### config.mk
export PLATFORM = sky130hd
export DESIGN_NAME = tiny_dnn_agu
export DESIGN_NICKNAME = d
export VERILOG_FILES = /design/src/rtl/tiny_dnn_agu_pkg.sv /design/src/rtl/tiny_dnn_agu_cnt.sv /design/src/rtl/tiny_dnn_agu.sv
export SDC_FILE = /design/constraint.sdc
export NUM_CORES = 1
export LEC_CHECK = 0
export BUFFER_PORTS_ARGS = -buffer_cell sky130_fd_sc_hd__buf_2
export CELL_PAD_IN_SITES_DETAIL_PLACEMENT = 0
export CELL_PAD_IN_SITES_GLOBAL_PLACEMENT = 2
export CORE_ASPECT_RATIO = 1.25
export CORE_MARGIN = 2
export CORE_UTILIZATION = 25
export DETAILED_ROUTE_END_ITERATION = 16
export PLACE_DENSITY_LB_ADDON = 0.1
export SYNTH_ARGS = -nofsm -noshare
export SYNTH_HDL_FRONTEND = slang
export SYNTH_HIERARCHICAL = 1
export SYNTH_SLANG_ARGS = --single-unit
### constraint.sdc
create_clock -name clk -period 28.8 [get_ports clk]
set_input_delay 5.76 -clock clk [delete_from_list [all_inputs] [get_ports clk]]
set_output_delay 5.76 -clock clk [all_outputs]
set_load 0.005 [all_outputs]
### src/rtl/tiny_dnn_agu_pkg.sv
// Shared types and helpers for the tiny_dnn convolution address generator.
// Optional stride support is controlled by TINY_DNN_AGU_STRIDE_EN in the top.
package tiny_dnn_agu_pkg;

    localparam int DEF_CW  = 4;
    localparam int DEF_SW  = 5;
    localparam int DEF_IAW = 12;
    localparam int DEF_WAW = 10;
    localparam int DEF_PW  = 10;
    localparam int CLIP_W  = 16;

    typedef enum logic [2:0] {
        IDLE,
        KINIT,
        EXEC,
        KFIN,
        WAIT,
        DRAIN,
        FIN
    } state_t;

    typedef struct packed {
        logic [CLIP_W-1:0] s;
        logic [CLIP_W-1:0] e;
    } clip_t;

    // Filter-tap range for one axis. Backprop clips taps that fall outside the input plane.
    function automatic clip_t clip_bounds(input logic [CLIP_W-1:0] o,
                                          input logic [CLIP_W-1:0] k,
                                          input logic [CLIP_W-1:0] i,
                                          input logic              mode);
        clip_t             r;
        logic [CLIP_W-1:0] org;
        org = o - k;
        r.s = '0;
        r.e = k;
        if (mode) begin
            if (org[CLIP_W-1]) r.s = -org;
            if (o > i)         r.e = i - org;
        end
        return r;
    endfunction

endpackage

### src/rtl/tiny_dnn_agu_cnt.sv
// Loop counter: loads i_ini on i_start, steps toward i_fin on i_en and wraps to i_ini.
// o_next is the value the counter takes at the next clock edge.
module tiny_dnn_agu_cnt
    import tiny_dnn_agu_pkg::*;
#(
    parameter int W = DEF_SW
) (
    input  logic         clk,
    input  logic         rst,
    input  logic [W-1:0] i_ini,
    input  logic [W-1:0] i_fin,
    input  logic         i_start,
    input  logic         i_en,
    output logic [W-1:0] o_cnt,
    output logic         o_last,
    output logic [W-1:0] o_next
);

    logic [W-1:0] r_cnt;

    assign o_cnt  = r_cnt;
    assign o_last = (r_cnt == i_fin);

    always_comb begin
        o_next = r_cnt;
        if (i_start)   o_next = i_ini;
        else if (i_en) o_next = o_last ? i_ini : r_cnt + 1'b1;
    end

    always_ff @(posedge clk or posedge rst) begin
        if (rst) r_cnt <= '0;
        else     r_cnt <= o_next;
    end

endmodule

### src/rtl/tiny_dnn_agu.sv
// Convolution loop-nest sequencer / SRAM address generator (forward and backprop).
// Define TINY_DNN_AGU_STRIDE_EN to add the stride port for forward mode.
module tiny_dnn_agu
    import tiny_dnn_agu_pkg::*;
#(
    parameter int CW  = DEF_CW,
    parameter int SW  = DEF_SW,
    parameter int IAW = DEF_IAW,
    parameter int WAW = DEF_WAW,
    parameter int PW  = DEF_PW
) (
    input  logic           clk,
    input  logic           rst,
    input  logic           backprop,
    input  logic           s_init,
    input  logic           out_busy,
    input  logic           outrf,
    input  logic           ex_stall,
    input  logic [CW-1:0]  dd,
    input  logic [CW-1:0]  id,
    input  logic [CW-1:0]  od,
    input  logic [SW-1:0]  ih,
    input  logic [SW-1:0]  iw,
    input  logic [SW-1:0]  oh,
    input  logic [SW-1:0]  ow,
    input  logic [SW-1:0]  kh,
    input  logic [SW-1:0]  kw,
    input  logic [PW-1:0]  is,
    input  logic [PW-1:0]  os,
    input  logic [PW-1:0]  fs,
    input  logic [PW-1:0]  ks,
`ifdef TINY_DNN_AGU_STRIDE_EN
    input  logic [1:0]     stride,
`endif
    output logic           s_fin,
    output logic           k_init,
    output logic           k_fin,
    output logic           exec,
    output logic [IAW-1:0] ia,
    output logic [WAW-1:0] wa,
    output state_t         dbg_state
);

    state_t         r_state, w_state_nx;
    logic           r_bp;
    logic [IAW-1:0] r_ia, w_ia_nx;
    logic [WAW-1:0] r_wa, w_wa_nx;
    logic [IAW-1:0] w_row, w_col, w_org_y, w_org_x;
    logic           w_run_start, w_kinit, w_kfin, w_step;
    logic           w_last_elem, w_last_kern;
    clip_t          w_clip_y, w_clip_x;

    logic [CW-1:0]  w_dc, w_dc_nx, w_ic, w_ic_nx;
    logic [SW-1:0]  w_oy, w_oy_nx, w_ox, w_ox_nx;
    logic [SW-1:0]  w_fy, w_fy_nx, w_fx, w_fx_nx;
    logic           w_dc_last, w_oy_last, w_ox_last, w_ic_last, w_fy_last, w_fx_last;
    logic           w_unused;

    assign w_run_start = (r_state == IDLE) && s_init;
    assign w_kinit     = (r_state == KINIT);
    assign w_kfin      = (r_state == KFIN);
    assign w_step      = (r_state == EXEC) && !ex_stall;
    assign w_last_elem = w_ic_last && w_fy_last && w_fx_last;
    assign w_last_kern = w_dc_last && w_oy_last && w_ox_last;

    assign w_clip_y = clip_bounds(CLIP_W'(w_oy), CLIP_W'(kh), CLIP_W'(ih), r_bp);
    assign w_clip_x = clip_bounds(CLIP_W'(w_ox), CLIP_W'(kw), CLIP_W'(iw), r_bp);

    // Outer loops: dc -> oy -> ox, stepped once per finished kernel.
    tiny_dnn_agu_cnt #(.W(CW)) u_dc (.clk(clk), .rst(rst), .i_ini('0), .i_fin(dd),
        .i_start(w_run_start), .i_en(w_kfin && w_oy_last && w_ox_last),
        .o_cnt(w_dc), .o_last(w_dc_last), .o_next(w_dc_nx));
    tiny_dnn_agu_cnt #(.W(SW)) u_oy (.clk(clk), .rst(rst), .i_ini('0), .i_fin(oh),
        .i_start(w_run_start), .i_en(w_kfin && w_ox_last),
        .o_cnt(w_oy), .o_last(w_oy_last), .o_next(w_oy_nx));
    tiny_dnn_agu_cnt #(.W(SW)) u_ox (.clk(clk), .rst(rst), .i_ini('0), .i_fin(ow),
        .i_start(w_run_start), .i_en(w_kfin),
        .o_cnt(w_ox), .o_last(w_ox_last), .o_next(w_ox_nx));

    // Element loops: ic -> fy -> fx, reloaded at every kernel start.
    tiny_dnn_agu_cnt #(.W(CW)) u_ic (.clk(clk), .rst(rst), .i_ini('0), .i_fin(id),
        .i_start(w_kinit), .i_en(w_step && w_fy_last && w_fx_last),
        .o_cnt(w_ic), .o_last(w_ic_last), .o_next(w_ic_nx));
    tiny_dnn_agu_cnt #(.W(SW)) u_fy (.clk(clk), .rst(rst), .i_ini(w_clip_y.s[SW-1:0]),
        .i_fin(w_clip_y.e[SW-1:0]), .i_start(w_kinit), .i_en(w_step && w_fx_last),
        .o_cnt(w_fy), .o_last(w_fy_last), .o_next(w_fy_nx));
    tiny_dnn_agu_cnt #(.W(SW)) u_fx (.clk(clk), .rst(rst), .i_ini(w_clip_x.s[SW-1:0]),
        .i_fin(w_clip_x.e[SW-1:0]), .i_start(w_kinit), .i_en(w_step),
        .o_cnt(w_fx), .o_last(w_fx_last), .o_next(w_fx_nx));

`ifdef TINY_DNN_AGU_STRIDE_EN
    logic [1:0] r_stride;
    assign w_org_y = IAW'(w_oy) * IAW'({1'b0, r_stride} + 3'd1);
    assign w_org_x = IAW'(w_ox) * IAW'({1'b0, r_stride} + 3'd1);
`else
    assign w_org_y = IAW'(w_oy);
    assign w_org_x = IAW'(w_ox);
`endif

    // Addresses are built from the counters' next values so they register alongside exec.
    assign w_row   = r_bp ? IAW'(w_oy) + IAW'(w_fy_nx) - IAW'(kh) : w_org_y + IAW'(w_fy_nx);
    assign w_col   = r_bp ? IAW'(w_ox) + IAW'(w_fx_nx) - IAW'(kw) : w_org_x + IAW'(w_fx_nx);
    assign w_ia_nx = IAW'(w_dc) * IAW'(is) + IAW'(w_ic_nx) * IAW'(is)
                   + w_row * (IAW'(iw) + 1'b1) + w_col;
    assign w_wa_nx = WAW'(w_ic_nx) * (WAW'(ks) + 1'b1) + WAW'(w_fy_nx) * (WAW'(kw) + 1'b1)
                   + WAW'(w_fx_nx);

    always_comb begin
        w_state_nx = r_state;
        case (r_state)
            IDLE:    if (s_init) w_state_nx = KINIT;
            KINIT:   w_state_nx = EXEC;
            EXEC:    if (w_step && w_last_elem) w_state_nx = KFIN;
            KFIN:    w_state_nx = w_last_kern ? DRAIN : WAIT;
            WAIT:    if (!out_busy) w_state_nx = KINIT;
            DRAIN:   if (outrf) w_state_nx = FIN;
            FIN:     w_state_nx = IDLE;
            default: w_state_nx = IDLE;
        endcase
    end

    always_ff @(posedge clk or posedge rst) begin
        if (rst) begin
            r_state <= IDLE;
            r_bp    <= 1'b0;
            r_ia    <= '0;
            r_wa    <= '0;
        end else begin
            r_state <= w_state_nx;
            if (w_run_start) r_bp <= backprop;
            if (w_state_nx == EXEC) begin
                r_ia <= w_ia_nx;
                r_wa <= w_wa_nx;
            end
        end
    end

`ifdef TINY_DNN_AGU_STRIDE_EN
    always_ff @(posedge clk or posedge rst) begin
        if (rst)              r_stride <= 2'd0;
        else if (w_run_start) r_stride <= stride;
    end
`endif

    assign s_fin     = (r_state == FIN);
    assign k_init    = (r_state == KINIT);
    assign k_fin     = (r_state == KFIN);
    assign exec      = (r_state == EXEC);
    assign ia        = r_ia;
    assign wa        = r_wa;
    assign dbg_state = r_state;

    assign w_unused = ^{od, os, fs, w_clip_y, w_clip_x, w_dc_nx, w_oy_nx, w_ox_nx,
                        w_ic, w_fy, w_fx};

endmodule

==> run summary, run 1 <==
Gp weighted congestion - 0.7422
HP Class - reg -> reg
Ys flop type - dfrtp_1
Routed vias/inst - 4.384
Synth Area in Adders - 0.3876
CTS clk-pin slew, worst paths - 0.09 ns
Compound-Gate Fraction of Synth Area - 0.08665
Overall Global Routing Usage - 0.1547
Average routed wire per standard cell - 17.51 um
CTS Buffer Depth - 2
Type of the worst setup path - in -> reg
Grt total ovfl - 0
Syn avg cell area - 8.778 sq um
Number of synthesized register bits - 54
FF-to-FF End - ia[11]
Outcome - finished, final reports clean
Post-synth cell types - 64
DRT Pass-1 Iters - 5
Simple logic cell fraction of the synthesized area - 0.1842
Detailed Place HPWL - 29450 um
Largest net degree at the start of global routing - 39
Share of cells above drive strength 1 - 0.1083
Clock Sinks - 54
Final ANT Viol Nets - 0
Startpoint types - primary input
Die Height - 246.0 um
TNS Setup - 0 ns
Drc violations - 0
DIE AREA - 48600 sq um
RSZ-0062 raised after global routing - no
YS warnings - 6
Initial core utilization - 0.2532
Worst EP required - 29.07 ns
Hold endpoint - ia[9]
Root Buffer - clkbuf_16
Period utilization - 0.6043
Finished Cell Area - 13070 sq um
Hold buffers post-CTS - 0
Fin. Hold Viols - 0
Core ar. - 46240 sq um
R2R depth - 41
CTS tree - built
Final worst path period need - 17.40 ns
Max stage delay on crit path - 0.80 ns
CTS buffer count - 5
First-pass GRT wire length - 56520 um
Main combinational cell family by area after synthesis - adder cells
H-tree levels - 2
Routed wire length - 35460 um
Hold Crit Depth - 2
NumNets Final - 1799
Endpoints failing setup - 0
EDFF count, synth - 0
Relative slew slack - 0.3062
Horiz. Die Dim - 197.6 um
Clk_skew - 0.01333 ns
Slowest CP cell - nor4_1
Via Count - 8878
Mux share of post-synthesis cell area - 0.02896
I/O Buffers - 93
Row Count - 88
Initial antenna violation count - 0
Slew Viols, Final - 0
Post-CTS Repair Setup Buffers - 0
WP buf/inv - 4
Reg-to-reg startpoint - u_ox/o_cnt[0]
CP arrival - 17.68 ns
IO Count - 118
R2R Setup Slk - 16.43 ns
DRT iter0 DRCs - 290
Cell mode on critical path - fa_1
Top Family by Delay on Critical Path - adder cells
Mapped Cells - 1334
CTS-repair resized insts - 0
ANT cells - 0
Async S/R FF share, synth - 1.000
Mapped cell area - 11710 sq um
Post-DP Area - 12920 sq um
CP Capture Type - register
Fmax - 0.05746 GHz
Vias in the first global route - 9606
Xor/xnor share of the synthesized area - 0.1003
Worst-skew pair later-pin latency - 0.34 ns
Worst Tran Pin Value - 1.031 ns
Hold_sp - ia[9]
Fill count - 5027
Worst-path fanout max - 10
Seq/Total Area, Yosys - 0.1154
Synth-to-Final Area Change - 11.59%
Max-cap violations - 0
Post-layout util - 0.2826
[layer usage]
layer,track usage,routed length (um),up-vias
li1,-,-,4448
met1,0.2051,16840,4336
met2,0.2756,17640,82
met3,0.01300,626,12
met4,0.02786,350,0
met5,0,0,-
[metrics by stage]
| step | cells | setup slack [ns] | hold slack, ns |
|---|---|---|---|
| final | 2025 | 11.40 | 0.4885 |
| after global routing | 2025 | 10.57 | 0.5202 |
| after CTS | 2025 | 11.18 | 0.4961 |
| after detailed placement | 2017 | 10.80 | 0.4723 |
| after global placement | 2017 | 10.78 | 0.4610 |
| after floorplan | 1361 | 12.89 | 0.4698 |
[synth_stat cells (7+ instances only)]
| cell type | instances | share of area |
|---|---|---|
| nor2b_1 | 19 | 0.010 |
| buf_6 | 8 | 0.0077 |
| o21ai_0 | 18 | 0.0077 |
| o21a_1 | 11 | 0.0071 |
| mux2i_1 | 14 | 0.012 |
| a21o_1 | 21 | 0.013 |
| a22oi_1 | 7 | 0.0045 |
| nand2_1 | 138 | 0.044 |
| nand3_1 | 31 | 0.013 |
| dfrtp_1 | 54 | 0.12 |
| xor2_1 | 50 | 0.037 |
| clkbuf_1 | 8 | 0.0026 |
| a31oi_1 | 7 | 0.0037 |
| a21oi_1 | 37 | 0.016 |
| nand2b_1 | 13 | 0.0069 |
| a211oi_1 | 7 | 0.0045 |
| nand4_1 | 10 | 0.0053 |
| xnor2_1 | 59 | 0.044 |
| o21ai_1 | 13 | 0.0056 |
| buf_2 | 12 | 0.0051 |
| nor2_1 | 63 | 0.020 |
| xnor2_2 | 7 | 0.0097 |
| ha_1 | 118 | 0.13 |
| fa_1 | 153 | 0.26 |
| nor3_1 | 25 | 0.011 |
| and2_1 | 79 | 0.042 |
| mux2_2 | 9 | 0.0087 |
| inv_1 | 240 | 0.077 |
| nor4_1 | 11 | 0.0059 |
[layout make-up]
type | count | area (sq um) | area share
clock buffers | 5 | 125.1 | 0.009575
clock inverters | 3 | 25.02 | 0.001915
inverters | 242 | 908.4 | 0.06951
multi-input cells | 1029 | 9355 | 0.7159
flip-flops and latches | 54 | 1351 | 0.1034
well taps | 585 | 732.0 | 0.05601
repair buffers | 107 | 570.5 | 0.04366
[sequential cells by signal, indices dropped and copies added (netlist names), 3 cells and up]
register and cells:
u_ox/o_cnt 5, u_dc/o_cnt 4, u_oy/o_cnt 5, wa 10
u_fy/o_cnt 5, u_fx/o_cnt 5, u_ic/o_cnt 4, dbg_state 3
ia 12
[cells in the final DEF (no fill, tap or decap), types with 9 or more instances in the layout]
| cell type | n |
|---|---|
| a21o_1 | 21 |
| a21oi_1 | 37 |
| and2_1 | 79 |
| buf_2 | 93 |
| buf_4 | 14 |
| conb_1 | 28 |
| dfrtp_1 | 54 |
| fa_1 | 153 |
| ha_1 | 118 |
| inv_1 | 240 |
| mux2_2 | 9 |
| mux2i_1 | 14 |
| nand2_1 | 138 |
| nand2b_1 | 12 |
| nand3_1 | 31 |
| nand4_1 | 10 |
| nor2_1 | 63 |
| nor2b_1 | 19 |
| nor3_1 | 24 |
| nor4_1 | 11 |
| o21a_1 | 11 |
| o21ai_0 | 18 |
| o21ai_1 | 13 |
| xnor2_1 | 59 |
| xor2_1 | 50 |
[tightest hold or removal path, cell delays in order (launching register included)]
cell	delay [ns]
dfrtp_1	0.35
nand2_1	0.05
o21ai_1	0.06
[logic make-up (layout without fill, tap and decap cells)]
family | count (synthesis) | in the layout
other | 1 | 28
buffers and inverters | 278 | 357
adder cells (fa/ha/maj) | 271 | 271
multiplexers | 31 | 31
flip-flops | 54 | 54
AO/OA/AOI/OAI | 155 | 155
AND/OR/NAND/NOR | 423 | 423
XOR/XNOR | 121 | 121
[worst max path at each step]
stage	slack (ns)	cells past startpoint	from	end
6_report	11.40	41	kw[0]	ia[11]
5_1_grt	10.57	41	kw[0]	ia[11]
4_1_cts	11.18	41	kw[0]	ia[11]
3_5_place_dp	10.80	41	kw[0]	ia[11]
3_3_place_gp	10.78	41	kw[0]	ia[11]
2_1_floorplan	12.89	46	kw[0]	ia[11]
Power of run 1 is left out: the tool's default activity adds up to more than one toggle a clock period on the data nets, which glitch-free logic cannot reach.
==> inputs of run 2 (changes only) <==
- clock period: 28.8 -> 15.4 ns (I/O delays scaled with it)
==> run 2 against run 1 <==
Against the previous run: clock-buffer cell count did not move; first-iteration DRC count rose by 2.1%; wire length rose by 1.6%; core utilization rose by 0.11 points; worst setup slack got worse by 10 ns; critical path depth rose by 4; global-route usage rose by 0.12 points; highest routed layer unchanged.
==> run summary, run 2 (same netlist as run 1, synthesis figures left out) <==
Outcome - finished, final reports clean (unchanged)
Worst Tran Pin Value - 0.9477 ns (was 1.031 ns)
Slowest CP cell - fa_1 (was nor4_1)
Multi-input logic area - 9355 sq um (unchanged)
Hold WS - 0.4773 ns (was 0.4885 ns)
Overall Global Routing Usage - 0.1559 (was 0.1547)
Final worst path period need - 14.35 ns
Max stage delay on crit path - 0.56 ns (was 0.80 ns)
Most frequent cells in the layout - 240 x inv_1, 153 x fa_1, 138 x nand2_1 (unchanged)
CTS tree - built (unchanged)
Vias in the first global route - 9644 (was 9606)
Via Count - 8887 (was 8878)
Clk_skew - 0.01516 ns (was 0.01333 ns)
Hold buffers post-CTS - 0 (unchanged)
DIE AREA - 48600 sq um (unchanged)
Cell mode on critical path - fa_1 (unchanged)
Row Count - 88 (unchanged)
R2R Setup Slk - 3.38 ns (was 16.43 ns)
Max FFs per register - 12 (unchanged)
TNS Setup - 0 ns (unchanged)
Register area - 1351 sq um (unchanged)
First-pass GRT wire length - 56950 um (was 56520 um)
Average routed wire per standard cell - 17.72 um (was 17.51 um)
Detailed Place HPWL - 30020 um (was 29450 um)
Worst-skew pair later-pin latency - 0.33 ns (was 0.34 ns)
R2R depth - 45 (was 41)
FF-to-FF End - ia[11] (unchanged)
Post-CTS Repair Setup Buffers - 0 (unchanged)
HP Class - reg -> reg (unchanged)
Startpoint types - primary input (unchanged)
CTS buffer count - 5 (unchanged)
CTS Buffer Depth - 2 (unchanged)
Crit path to - ia[11] (unchanged)
Finished Cell Area - 13120 sq um (was 13070 sq um)
Fin. Hold Viols - 0 (unchanged)
Post-DP Area - 12960 sq um (was 12920 sq um)
Core ar. - 46240 sq um (unchanged)
I/O Buffers - 93 (unchanged)
Routed wire length - 36010 um (was 35460 um)
Fmax - 0.06971 GHz
Critical path startpoint - kw[0] (unchanged)
NumNets Final - 1805 (was 1799)
Period utilization - 0.9315
Fill count - 5057 (was 5027)
CTS-repair resized insts - 0 (unchanged)
Reg-to-reg startpoint - u_ox/o_cnt[0] (unchanged)
Worst-path fanout max - 10 (unchanged)
RSZ-0062 raised after global routing - no (unchanged)
Largest net degree at the start of global routing - 39 (unchanged)
Endpoints failing setup - 0 (unchanged)
Commonest non-fill, non-tap cell in the layout - inv_1 (unchanged)
Worst EP required - 15.67 ns (was 29.07 ns)
Type of the worst setup path - in -> reg (unchanged)
Initial antenna violation count - 0 (unchanged)
Clock Sinks - 54 (unchanged)
H-tree levels - 2 (unchanged)
Gp weighted congestion - 0.7678 (was 0.7422)
Slew Viols, Final - 0 (unchanged)
CP arrival - 14.61 ns (was 17.68 ns)
Horiz. Die Dim - 197.6 um (unchanged)
Final ANT Viol Nets - 0 (unchanged)
Max-cap violations - 0 (unchanged)
Grt total ovfl - 0 (unchanged)
Drc violations - 0 (unchanged)
CTS clk-pin slew, worst paths - 0.09 ns (about the same)
Routed vias/inst - 4.374 (was 4.384)
Initial core utilization - 0.2532 (unchanged)
Relative slew slack - 0.3636 (was 0.3062)
Die Height - 246.0 um (unchanged)
DRT iter0 DRCs - 296 (was 290)
DRT Pass-1 Iters - 4 (was 5)
Synth-to-Final Area Change - 12.03% (was 11.59%)
CP Capture Type - register (unchanged)
Root Buffer - clkbuf_16 (unchanged)
IO Count - 118 (unchanged)
Share of cells above drive strength 1 - 0.1120 (was 0.1083)
[run 2: final cells by class]
class / count / share of cell area
inverter: 242 / 0.06924
multi-input combinational: 1029 / 0.7131
clock buffer: 5 / 0.009537
sequential: 54 / 0.1030
antenna: 1 / 0.0001907
tap: 585 / 0.05579
timing repair buffer: 113 / 0.04692
clock inverter: 3 / 0.002194
[run 2: worst min-delay path by stage]
stage	start	end	slack (ns)	cells past startpoint
2_1_floorplan	ia[10]	ia[10]	0.47	2
3_3_place_gp	ia[6]	ia[6]	0.46	2
3_5_place_dp	ia[6]	ia[6]	0.46	2
4_1_cts	ia[6]	ia[6]	0.48	2
5_1_grt	wa[1]	wa[1]	0.52	1
6_report	ia[6]	ia[6]	0.48	2
[run 2: per-stage QoR]
step                cells    util  worst slack (ns)
floorplan            1361       -             2.168
global placement     2023  0.2803            0.7165
detailed placement   2023  0.2803            0.7264
CTS                  2031  0.2836             1.047
global route         2031  0.2836            0.3579
finish               2032  0.2837             1.055
[run 2: worst max-delay path, delay by kind of cell]
kind	cells	cell delay, ns
AND/OR/NAND/NOR	6	1.40
AO/OA/AOI/OAI	12	2.23
XOR/XNOR	6	1.56
multiplexers	2	0.45
adder cells (fa/ha/maj)	12	5.14
buffers and inverters	7	0.70
[run 2: routing by layer]
layer / track usage / vias to the layer above / part of all wire
li1: - / 4456 / -
met1: 0.2055 / 4356 / 0.47
met2: 0.2836 / 69 / 0.51
met3: 0.009993 / 6 / 0.012
met4: 0.02388 / 0 / 0.0069
met5: 0 / - / 0
Power of run 2 is left out for the same reason.
